### config.mk
export PLATFORM = sky130hd
export DESIGN_NAME = present_engine_flat
export DESIGN_NICKNAME = d
export VERILOG_FILES = /design/src/rtl/present_pkg.sv /design/src/rtl/present_engine_if.sv /design/src/rtl/present_key_step.sv /design/src/rtl/present_engine.sv /design/src/flat_wrapper.sv
export SDC_FILE = /design/constraint.sdc
export NUM_CORES = 1
export LEC_CHECK = 0
export ABC_AREA = 1
export CORE_MARGIN = 2
export CORE_UTILIZATION = 50
export CTS_CLUSTER_DIAMETER = 50
export DETAILED_ROUTE_END_ITERATION = 10
export GPL_TIMING_DRIVEN = 0
export MAX_ROUTING_LAYER = met4
export PLACE_DENSITY_LB_ADDON = 0.08
export SLEW_MARGIN = 15
export SYNTH_ARGS = -nofsm -noshare
export SYNTH_HDL_FRONTEND = slang
export SYNTH_SLANG_ARGS = --single-unit
### constraint.sdc
create_clock -name clk -period 2.1 [get_ports clk]
set_input_delay 0.42 -clock clk [delete_from_list [all_inputs] [get_ports clk]]
set_output_delay 0.42 -clock clk [all_outputs]
set_load 0.02 [all_outputs]
### src/rtl/present_pkg.sv
// PRESENT cipher constants, FSM state encoding and the 64-bit substitution /
// permutation layers shared by the round datapath and the key schedule.
package present_pkg;

    localparam logic MODE_ENC = 1'b0;
    localparam logic MODE_DEC = 1'b1;

    typedef enum logic [1:0] {IDLE, KEXP, ENC, DEC} state_t;

    localparam logic [3:0] SBOX [16] = '{
        4'hC, 4'h5, 4'h6, 4'hB, 4'h9, 4'h0, 4'hA, 4'hD,
        4'h3, 4'hE, 4'hF, 4'h8, 4'h4, 4'h7, 4'h1, 4'h2
    };
    localparam logic [3:0] SBOX_INV [16] = '{
        4'h5, 4'hE, 4'hF, 4'h8, 4'hC, 4'h1, 4'h2, 4'hD,
        4'hB, 4'h4, 4'h6, 4'h3, 4'h0, 4'h7, 4'h9, 4'hA
    };

    // Bit j of the state moves to position 16*j mod 63; bit 63 stays put.
    function automatic logic [5:0] p_pos(input int j);
        return (j == 63) ? 6'd63 : 6'((j * 16) % 63);
    endfunction

    function automatic logic [63:0] p_layer(input logic [63:0] s);
        logic [63:0] o;
        o = '0;
        for (int j = 0; j < 64; j++) o[p_pos(j)] = s[6'(j)];
        return o;
    endfunction

    function automatic logic [63:0] p_layer_inv(input logic [63:0] s);
        logic [63:0] o;
        o = '0;
        for (int j = 0; j < 64; j++) o[6'(j)] = s[p_pos(j)];
        return o;
    endfunction

    function automatic logic [63:0] s_layer(input logic [63:0] s);
        logic [63:0] o;
        o = '0;
        for (int n = 0; n < 16; n++) o[6'(4 * n) +: 4] = SBOX[s[6'(4 * n) +: 4]];
        return o;
    endfunction

    function automatic logic [63:0] s_layer_inv(input logic [63:0] s);
        logic [63:0] o;
        o = '0;
        for (int n = 0; n < 16; n++) o[6'(4 * n) +: 4] = SBOX_INV[s[6'(4 * n) +: 4]];
        return o;
    endfunction

endpackage

### src/rtl/present_engine_if.sv
// Request/response handshake bundle between the bus wrapper (master) and the
// PRESENT cipher engine (slave).
interface present_engine_if #(
    parameter int KEY_WIDTH = 80
);
    logic                 in_valid;
    logic                 in_ready;
    logic [63:0]          in_data;
    logic [KEY_WIDTH-1:0] in_key;
    logic                 in_key_new;
    logic                 in_mode;
    logic                 out_valid;
    logic                 out_ready;
    logic [63:0]          out_data;
    logic                 busy;
    logic                 done;

    modport master (
        output in_valid, in_data, in_key, in_key_new, in_mode, out_ready,
        input  in_ready, out_valid, out_data, busy, done
    );

    modport slave (
        input  in_valid, in_data, in_key, in_key_new, in_mode, out_ready,
        output in_ready, out_valid, out_data, busy, done
    );
endinterface

### src/rtl/present_key_step.sv
// One PRESENT key-register update, forward (encrypt direction) or its exact
// inverse, for an 80- or 128-bit key register.
module present_key_step
    import present_pkg::*;
#(
    parameter int KEY_WIDTH = 80
) (
    input  logic [KEY_WIDTH-1:0] key,
    input  logic [4:0]           round,
    input  logic                 inverse,
    output logic [KEY_WIDTH-1:0] key_next
);
    localparam int CNT_LSB  = (KEY_WIDTH == 128) ? 62 : 15;
    localparam int NIBBLES  = (KEY_WIDTH == 128) ? 2 : 1;

    logic [KEY_WIDTH-1:0] fwd;
    logic [KEY_WIDTH-1:0] unmixed;

    always_comb begin
        fwd = {key[KEY_WIDTH-62:0], key[KEY_WIDTH-1:KEY_WIDTH-61]};
        for (int n = 0; n < NIBBLES; n++) begin
            fwd[KEY_WIDTH-1-4*n -: 4] = SBOX[fwd[KEY_WIDTH-1-4*n -: 4]];
        end
        fwd[CNT_LSB +: 5] = fwd[CNT_LSB +: 5] ^ round;

        // Undo the forward step in reverse order: counter, S-box, then rotation.
        unmixed = key;
        unmixed[CNT_LSB +: 5] = unmixed[CNT_LSB +: 5] ^ round;
        for (int n = 0; n < NIBBLES; n++) begin
            unmixed[KEY_WIDTH-1-4*n -: 4] = SBOX_INV[unmixed[KEY_WIDTH-1-4*n -: 4]];
        end

        key_next = inverse ? {unmixed[60:0], unmixed[KEY_WIDTH-1:61]} : fwd;
    end
endmodule

### src/rtl/present_engine.sv
// Iterative PRESENT engine: one round per cycle for encryption and decryption,
// caching the final round key so repeat decryptions skip key pre-expansion.
module present_engine
    import present_pkg::*;
#(
    parameter int KEY_WIDTH  = 80,
    parameter int NUM_ROUNDS = 31
) (
    input  logic            clk,
    input  logic            reset_n,
    present_engine_if.slave bus
);
    generate
        if ((KEY_WIDTH != 80 && KEY_WIDTH != 128) || NUM_ROUNDS < 1 || NUM_ROUNDS > 31) begin : g_bad_params
            $error("present_engine: KEY_WIDTH must be 80 or 128 and NUM_ROUNDS 1..31");
        end
    endgenerate

    localparam logic [5:0] LAST_ROUND  = 6'(NUM_ROUNDS);
    localparam logic [5:0] FINAL_ROUND = 6'(NUM_ROUNDS + 1);

    state_t               state_reg;
    logic [5:0]           round_reg;
    logic [63:0]          data_reg;
    logic [63:0]          out_data_reg;
    logic [KEY_WIDTH-1:0] key_reg;
    logic [KEY_WIDTH-1:0] round_key_reg;
    logic [KEY_WIDTH-1:0] k_last_reg;
    logic                 cache_valid_reg;
    logic                 out_valid_reg;
    logic                 done_reg;

    logic                 ready;
    logic                 accept;
    logic [KEY_WIDTH-1:0] accept_key;
    logic [KEY_WIDTH-1:0] step_key;
    logic [63:0]          rk_cur;
    logic [63:0]          rk_prev;

    assign ready      = reset_n && (state_reg == IDLE) && !out_valid_reg;
    assign accept     = bus.in_valid && ready;
    assign accept_key = bus.in_key_new ? bus.in_key : key_reg;
    assign rk_cur     = round_key_reg[KEY_WIDTH-1 -: 64];
    assign rk_prev    = step_key[KEY_WIDTH-1 -: 64];

    assign bus.in_ready  = ready;
    assign bus.out_valid = out_valid_reg;
    assign bus.out_data  = out_data_reg;
    assign bus.busy      = (state_reg != IDLE) || out_valid_reg;
    assign bus.done      = done_reg;

    present_key_step #(.KEY_WIDTH(KEY_WIDTH)) u_key_step (
        .key      (round_key_reg),
        .round    (round_reg[4:0]),
        .inverse  (state_reg == DEC),
        .key_next (step_key)
    );

    always_ff @(posedge clk or negedge reset_n) begin
        if (!reset_n) begin
            state_reg       <= IDLE;
            round_reg       <= '0;
            data_reg        <= '0;
            out_data_reg    <= '0;
            key_reg         <= '0;
            round_key_reg   <= '0;
            k_last_reg      <= '0;
            cache_valid_reg <= 1'b0;
            out_valid_reg   <= 1'b0;
            done_reg        <= 1'b0;
        end else begin
            done_reg <= 1'b0;
            if (out_valid_reg && bus.out_ready) out_valid_reg <= 1'b0;

            case (state_reg)
                IDLE: begin
                    if (accept) begin
                        data_reg <= bus.in_data;
                        if (bus.in_key_new) begin
                            key_reg         <= bus.in_key;
                            cache_valid_reg <= 1'b0;
                        end
                        if (bus.in_mode == MODE_ENC) begin
                            round_key_reg <= accept_key;
                            round_reg     <= 6'd1;
                            state_reg     <= ENC;
                        end else if (cache_valid_reg && !bus.in_key_new) begin
                            round_key_reg <= k_last_reg;
                            round_reg     <= FINAL_ROUND;
                            state_reg     <= DEC;
                        end else begin
                            round_key_reg <= accept_key;
                            round_reg     <= 6'd1;
                            state_reg     <= KEXP;
                        end
                    end
                end

                KEXP: begin
                    round_key_reg <= step_key;
                    if (round_reg == LAST_ROUND) begin
                        k_last_reg      <= step_key;
                        cache_valid_reg <= 1'b1;
                        round_reg       <= FINAL_ROUND;
                        state_reg       <= DEC;
                    end else begin
                        round_reg <= round_reg + 6'd1;
                    end
                end

                ENC: begin
                    if (round_reg == FINAL_ROUND) begin
                        out_data_reg    <= data_reg ^ rk_cur;
                        out_valid_reg   <= 1'b1;
                        done_reg        <= 1'b1;
                        k_last_reg      <= round_key_reg;
                        cache_valid_reg <= 1'b1;
                        state_reg       <= IDLE;
                    end else begin
                        data_reg      <= p_layer(s_layer(data_reg ^ rk_cur));
                        round_key_reg <= step_key;
                        round_reg     <= round_reg + 6'd1;
                    end
                end

                DEC: begin
                    // FINAL_ROUND is the whitening cycle; round 0 means plaintext is ready.
                    if (round_reg == FINAL_ROUND) begin
                        data_reg  <= data_reg ^ rk_cur;
                        round_reg <= LAST_ROUND;
                    end else if (round_reg == 6'd0) begin
                        out_data_reg  <= data_reg;
                        out_valid_reg <= 1'b1;
                        done_reg      <= 1'b1;
                        state_reg     <= IDLE;
                    end else begin
                        data_reg      <= s_layer_inv(p_layer_inv(data_reg)) ^ rk_prev;
                        round_key_reg <= step_key;
                        round_reg     <= round_reg - 6'd1;
                    end
                end

                default: state_reg <= IDLE;
            endcase
        end
    end
endmodule

### src/flat_wrapper.sv
// flat-port wrapper written by rule: the top's interface ports become plain ports
module present_engine_flat import present_pkg::*;
#(
    parameter int KEY_WIDTH  = 80,
    parameter int NUM_ROUNDS = 31
)
  (clk, reset_n, bus_in_valid, bus_in_data, bus_in_key, bus_in_key_new, bus_in_mode, bus_out_ready, bus_in_ready, bus_out_valid, bus_out_data, bus_busy, bus_done);
  present_engine_if #(.KEY_WIDTH(KEY_WIDTH)) bus_i ();
  input  logic clk;
  input  logic reset_n;
  input wire logic [$bits(bus_i.in_valid)-1:0] bus_in_valid;
  input wire logic [$bits(bus_i.in_data)-1:0] bus_in_data;
  input wire logic [$bits(bus_i.in_key)-1:0] bus_in_key;
  input wire logic [$bits(bus_i.in_key_new)-1:0] bus_in_key_new;
  input wire logic [$bits(bus_i.in_mode)-1:0] bus_in_mode;
  input wire logic [$bits(bus_i.out_ready)-1:0] bus_out_ready;
  output wire logic [$bits(bus_i.in_ready)-1:0] bus_in_ready;
  output wire logic [$bits(bus_i.out_valid)-1:0] bus_out_valid;
  output wire logic [$bits(bus_i.out_data)-1:0] bus_out_data;
  output wire logic [$bits(bus_i.busy)-1:0] bus_busy;
  output wire logic [$bits(bus_i.done)-1:0] bus_done;
  assign bus_i.in_valid = bus_in_valid;
  assign bus_i.in_data = bus_in_data;
  assign bus_i.in_key = bus_in_key;
  assign bus_i.in_key_new = bus_in_key_new;
  assign bus_i.in_mode = bus_in_mode;
  assign bus_i.out_ready = bus_out_ready;
  assign bus_in_ready = bus_i.in_ready;
  assign bus_out_valid = bus_i.out_valid;
  assign bus_out_data = bus_i.out_data;
  assign bus_busy = bus_i.busy;
  assign bus_done = bus_i.done;
  present_engine #(.KEY_WIDTH(KEY_WIDTH), .NUM_ROUNDS(NUM_ROUNDS)) u_core (.clk(clk), .reset_n(reset_n), .bus(bus_i));
endmodule
# Word level (Yosys, flattened, before mapping)
# Memory sizes are Yosys's and may differ from the RTL's.
# Cells that the tools add are included.
# word_totals
register_bits	379
romBits	1152
in_bits	150
out_inout_bits	68
word_cells	194
n_memories	18
# mem_list
name	words	width	rd	rd_ports_with_merged_regs	write_ports	line_no	source
(name not given)	16	4	1	0	0	present_pkg.sv:41	for (int n = 0; n < 16; n++) o[6'(4 * n) +: 4] = SBOX[s[6'(4 * n) +: 4]];
(name not given)	16	4	1	0	0	present_pkg.sv:48	for (int n = 0; n < 16; n++) o[6'(4 * n) +: 4] = SBOX_INV[s[6'(4 * n) +: 4]];
(name not given)	16	4	1	0	0	present_pkg.sv:48	
(name not given)	16	4	1	0	0	present_pkg.sv:41	
(name not given)	16	4	1	0	0	present_pkg.sv:48	
(name not given)	16	4	1	0	0	present_pkg.sv:41	
12 more memories	--	--	--	--	--	--	
# op_classes
addsub	2
n_lt_le_gt_ge	18
n_eq_ne	14
mux	87
n_bitwise	22
n_reduce_logical	23
# op_table
operator	n
80-bit 2-to-1 mux	10
64-bit 2-to-1 mux	6
80-bit case mux with 4 select lines	1
64-bit case mux with 3 select lines	1
80-bit case mux with 2 select lines	1
4-bit 2-to-1 mux	36
64-bit case mux with 2 select lines	1
5-bit greater-or-equal comparator, second input constant	18
4-bit inverter with 5-bit output	18
32-bit by 64-bit XOR with 64-bit output	1
64-bit XOR	1
56-bit 2-to-1 mux	1
6-bit 2-to-1 mux	7
6-bit case mux with 4 select lines	1
2-bit 2-to-1 mux	7
4-bit AND reduction	3
1-bit 2-to-1 mux	11
5-bit AND reduction	2
5-bit XOR	2
2-bit by 1-bit inequality test with 1-bit output, second input constant	4
2-bit inequality test, second input constant	4
2-bit case mux with 4 select lines	1
6-bit by 1-bit adder with 6-bit output, second input constant	1
6-bit by 5-bit equality test with 1-bit output, second input constant	1
other kinds (16)	27

# Depth between registers and ports, before layout
# depth
depth_word	9
mapped_depth	13
mapped_depth_nobuf	13

# Modules after synthesis
# From an unflattened synthesis, not the netlist that was laid out.
# unflattened
cells_unflattened	3662
hier_area_um2	25329.3
# modules_own_cells
mod	instances	cells_each	area_each_um2
present_engine	1	3357	23882.9
present_key_step	1	305	1446.4

# Worst setup path after synthesis
# OpenSTA, ideal clock, no wires.
# synth_path
path_kind	register -> register
startpoint	reg u_core.state_reg[0]
endpoint	reg u_core.round_key_reg[24]
setup_ns	0.130
t_arrival_ns	1.991
required_ns	1.970
slack_ns	-0.021
stages_incl_launch_ff	12
period_less_slack_ns	2.121
cell_sequence	dfrtp_1 > inv_1 > ha_1 > nand2_1 > nor2_1 > nand2_1 > nand2_1 > nand3_2 > nor2_4 > buf_6 > buf_2 > a31oi_1
# synth_via
elab_chain_cells	6
word_cells_on_any_way	17
classes_between	eq/ne (7); mux (5); reduce/logical (5)
# synth_rtl
item	line_no	source
start, declared	present_engine.sv:22	state_t state_reg;
start signal, assigned	present_engine.sv:61	state_reg <= IDLE;
start signal, assigned	present_engine.sv:86	state_reg <= ENC;
start signal, assigned	present_engine.sv:90	state_reg <= DEC;
2-bit logical NOT	present_engine.sv:40	assign ready = reset_n && (state_reg == IDLE) && !out_valid_reg;
1-bit logical AND (2 in series)	present_engine.sv:40	
via bus_in_ready	flat_wrapper.sv:17	output wire logic [$bits(bus_i.in_ready)-1:0] bus_in_ready;
1-bit logical AND	present_engine.sv:41	assign accept = bus.in_valid && ready;
2-bit by 1-bit inequality test with 1-bit output (no source line)	--	
4-bit AND reduction (no source line)	--	
end signal, assigned	present_engine.sv:84	round_key_reg <= accept_key;
end signal, assigned	present_engine.sv:88	round_key_reg <= k_last_reg;
end signal, assigned	present_engine.sv:92	round_key_reg <= accept_key;
end, declared	present_engine.sv:27	logic [KEY_WIDTH-1:0] round_key_reg;
# The timed path passes the listed nets, and every way through them passes these cells. The select of a mux whose other input is x is not followed.
# A chain may end at the register's enable or synchronous reset.

# Worst setup path in the final report
# layout_path
startpoint	reg u_core.state_reg[0]
endpoint	reg u_core.data_reg[1]
# layout_via
elab_chain_cells	6
word_cells_on_any_way	16
classes_between	eq/ne (5); mux (4); bitwise (1); reduce/logical (6)
# layout_rtl
item	line_no	source
2-bit equality test / 2-bit logical NOT (equally long branches)	present_engine.sv:55, present_engine.sv:75, present_engine.sv:40	
80-bit 2-to-1 mux / 1-bit logical AND (equally long branches)	present_key_step.sv:33, present_engine.sv:40	
32-bit by 64-bit XOR with 64-bit output / 1-bit logical AND (equally long branches)	present_engine.sv:137, present_engine.sv:40	
64-bit 2-to-1 mux / 1-bit logical AND (equally long branches)	present_engine.sv:131, present_engine.sv:41	
64-bit 2-to-1 mux / 2-bit by 1-bit inequality test with 1-bit output (equally long branches)	--	
64-bit case mux with 3 select lines / 4-bit AND reduction (equally long branches)	--	
end signal, assigned	present_engine.sv:78	data_reg <= bus.in_data;
end signal, assigned	present_engine.sv:129	data_reg <= data_reg ^ rk_cur;
end signal, assigned	present_engine.sv:137	data_reg <= s_layer_inv(p_layer_inv(data_reg)) ^ rk_prev;
end, declared	present_engine.sv:24	logic [63:0] data_reg;
# Several ways; a longest one is shown, not always the timed one. The select of a mux whose other input is x is not followed.

==> impl_metrics.yaml <==
setup_path:
  worstPathRequired_ns: 2.65
  worstPathArrival_ns: 2.75
  start_kind: "register"
  crit_type: "register to register"
  slowest_stage: "buf_2"
  crit_chain: "inv_2 -> buf_4 -> ha_4 -> buf_2 -> nand3_1 -> nand3_1 -> nand2_1 -> nand2_1"
  crit_fanout: 10
  crit_path_end_kind: "register"
  critical_path.max_stage_delay_ns: 0.43
pwr:
  p_int_mw: 30.9
  power.density_mw_per_mm2: 2030
  switching_share_pct: 53.6
  power.clock.fraction_pct: 14.1
  comb_power_share_pct: 63.9
  peakVddDrop_mv: 1.03
  leakagePower_nw: 15.4
  switching_power_mw: 35.8
  seqPwrFrac_pct: 22.0
sta:
  setup_viol_count_final: 32
  setup_slack_ns: -0.0994
  tightestPinTransition_ns: 0.750
  final_hold_viol_count: 0
  fin_setup_tns_ns: -0.607
  max-slew-margin-rel_pct: 49.5
  rsz0062_at_grt: "true"
  fin_skew_ns: 0.0304
  slew_viol_final: 0
  fmax_mhz: 455
  min_period_ns: 2.20
  finalCritPeriodShare_pct: 105
die:
  rows: 81
  ioPinCount: 218
  core_area_mm2: 0.0488
  die_h_um: 226
  die_w_um: 226
  dieArea_mm2: 0.0511
  initial_core_util_pct: 50.5
synthesis:
  syn_inst: 3488
  ys_ff_latch: 379
  yosysWarningCount: 0
  synth-main-ff-cell: "dfrtp_1"
  synth_xor_area_share_pct: 2.42
  synthSimpleGateAreaFrac_pct: 23.8
  synth_fa_ha_area_share_pct: 5.33
  seq_area_frac_synth_pct: 38.5
  netlist_area_mm2: 0.0247
  avgSynthCellArea_um2: 7.07
  synthArstFlopShare_pct: 100
  syn_nets: 3743
  synth_edf_count: 0
  synth_top_family_by_area: "simple AND/OR/NAND/NOR gates"
  synth_cell_types: 39
  synth-compound-area-share_pct: 20.7
  synth_mux_area_share_pct: 0.284
placement:
  place.gp.congestion: 1.12
  portBuffers: 216
  dpl.cell_count: 4372
  hpwl_mm: 92.5
routing:
  wire_per_inst_um: 27.7
  drt_iter0_drc: 4436
  drtPass1Iterations: 7
  route.detailed.drc: 0
  num_vias: 28800
  vias_per_cell: 6.31
  antenna_left: 0
  routed_wirelength_mm: 127
finish:
  nNetsFinal: 4113
  instances_no_fill: 4571
  final_common_cell: "nand2_1"
  area_growth_pct: 33.4
  post_route_cells_drive_above_1_share_pct: 16.0
  most-common-layout-cells: "1058 x nand2_1, 350 x dfrtp_1, 305 x o21ai_0"
  fillerInstances: 4025
clock_tree:
  max-clock-path-buffers: 3
  cts_root_buf: "clkbuf_16"
  cts_buffers: 52
  insertion_delay_ns: 0.64
  cts.clk_slew.worst_paths_ns: 0.06
  cts.sinks: 379
  htree_levels: 2
  cts_tree: "done"
grt:
  globalRouteTotalUtil_pct: 49.4
  grt_first_pass_wirelength_mm: 177
  antenna_found_initial: 4
  grt_max_degree: 108
  grt_overflow_total: 0
  grt_pass1_vias: 26200
status:
  violations: "negative setup slack"
  status: "finished with violations"
job:
  maxCapViolations: 0
hold_path:
  hold_class: "input pin to asynchronous set/reset pin"
-- through the flow --
stage | utilization [%] | cell area (um^2) | worst slack (ns) | hold WS, ns | power (mW)
6_report | 67.3 | 32900 | -0.0994 | 0.0223 | 66.7
5_1_grt | 67.3 | 32900 | -0.0814 | 0.0504 | 69.3
4_1_cts | 64.0 | 31300 | -0.0326 | 0.0335 | 60.2
3_5_place_dp | 56.8 | 27700 | -2.17 | 0.471 | 47.8
3_3_place_gp | 56.6 | 27700 | -16.12 | 0.461 | 47.1
2_1_floorplan | - | 24700 | 0.0878 | 0.124 | 33.8
-- cells by family after synthesis --
group,after synthesis
mux,7
compound gates,902
buf+inv,537
simple gates,1490
xor+xnor,68
flops,379
fa+ha+maj,105
-- cell type report --
type	count	area [um^2]	area share [%]
Multi-Input combinational cell	2572	14000	42.7
Tap cell	664	831	2.53
Sequential cell	379	9530	29.0
Clock inverter	31	352	1.07
Buffer	210	1880	5.71
Timing Repair Buffer	321	3500	10.7
Inverter	322	1280	3.89
Antenna cell	6	15.0	0.0457
Clock buffer	66	1460	4.42
-- power groups by stage --
stage | sequential, mW | combinational (mW) | clock [mW]
finish | 14.7 | 42.6 | 9.42
CTS | 14.2 | 36.7 | 9.30
global placement | 14.0 | 33.1 | 0
floorplan | 13.3 | 20.5 | 0
global route | 14.7 | 44.9 | 9.62
detailed placement | 14.1 | 33.7 | 0
-- repair_timing --
item / 4_1_cts / 5_1_grt
setup endpoints to repair: 379 / 352
hold buffers: 11 / 0
pin swaps: 11 / 40
endpoints found under the hold margin: 89 / 0
gates cloned: 4 / 10
resized for setup: 440 / 407
setup buffers: 30 / 46
-- worst paths after layout --
check,startpoint,end,slack [ns],depth (start not counted)
worst min-delay path,reset_n,u_core.data_reg[63],0.02,3
worst min register to register,u_core.bus.out_data[17],u_core.bus.out_data[17],0.48,2
max in group asynchronous,reset_n,u_core.data_reg[1],0.95,4
min in group clk,bus_out_ready,u_core.bus.out_valid,0.42,2
worst max-delay path,u_core.state_reg[0],u_core.data_reg[1],-0.1,8
worst max register to register,u_core.state_reg[0],u_core.data_reg[1],-0.1,8
-- critical path: cells and delay by family (launching register included) --
kind,cells,cell delay [ns]
DFF,1,0.41
and+or+nand+nor,4,0.72
buffers and inverters,3,0.70
adders and majority gates,1,0.27
-- synth_stat cells, types with 3 or more instances --
| library cell | n | area (um^2) |
|---|---|---|
| inv_1 | 315 | 1180 |
| nand2_2 | 4 | 25.0 |
| nand2_1 | 1105 | 4150 |
| or2_2 | 3 | 18.8 |
| dfrtp_1 | 379 | 9480 |
| nand3b_1 | 3 | 22.5 |
| o21ai_0 | 447 | 2240 |
| o211ai_1 | 86 | 646 |
| xor2_1 | 32 | 280 |
| mux2i_1 | 7 | 70.1 |
| a21oi_1 | 140 | 701 |
| nand3_1 | 171 | 856 |
| nand4_1 | 5 | 31.3 |
| o21a_1 | 19 | 143 |
| a21boi_0 | 33 | 248 |
| a31oi_1 | 14 | 87.6 |
| o221ai_1 | 37 | 324 |
| buf_2 | 64 | 320 |
| buf_6 | 13 | 146 |
| ha_1 | 105 | 1310 |
| clkinv_1 | 3 | 11.3 |
| clkbuf_1 | 128 | 480 |
| nor2_1 | 194 | 728 |
| buf_1 | 6 | 22.5 |
| xnor2_1 | 36 | 315 |
| o21ai_1 | 80 | 400 |
| a22oi_1 | 22 | 165 |
| o22ai_1 | 21 | 131 |
-- routing by layer --
| metal | up-vias | wire, um | GRT usage (%) |
|---|---|---|---|
| met5 | - | 0 | - |
| met4 | 0 | 12600 | 36.1 |
| met3 | 691 | 16600 | 13.2 |
| met2 | 2415 | 52200 | 70.6 |
| met1 | 13500 | 45200 | 60.1 |
| li1 | 12200 | - | - |
No activity file was read; power rests on OpenSTA's default activity.
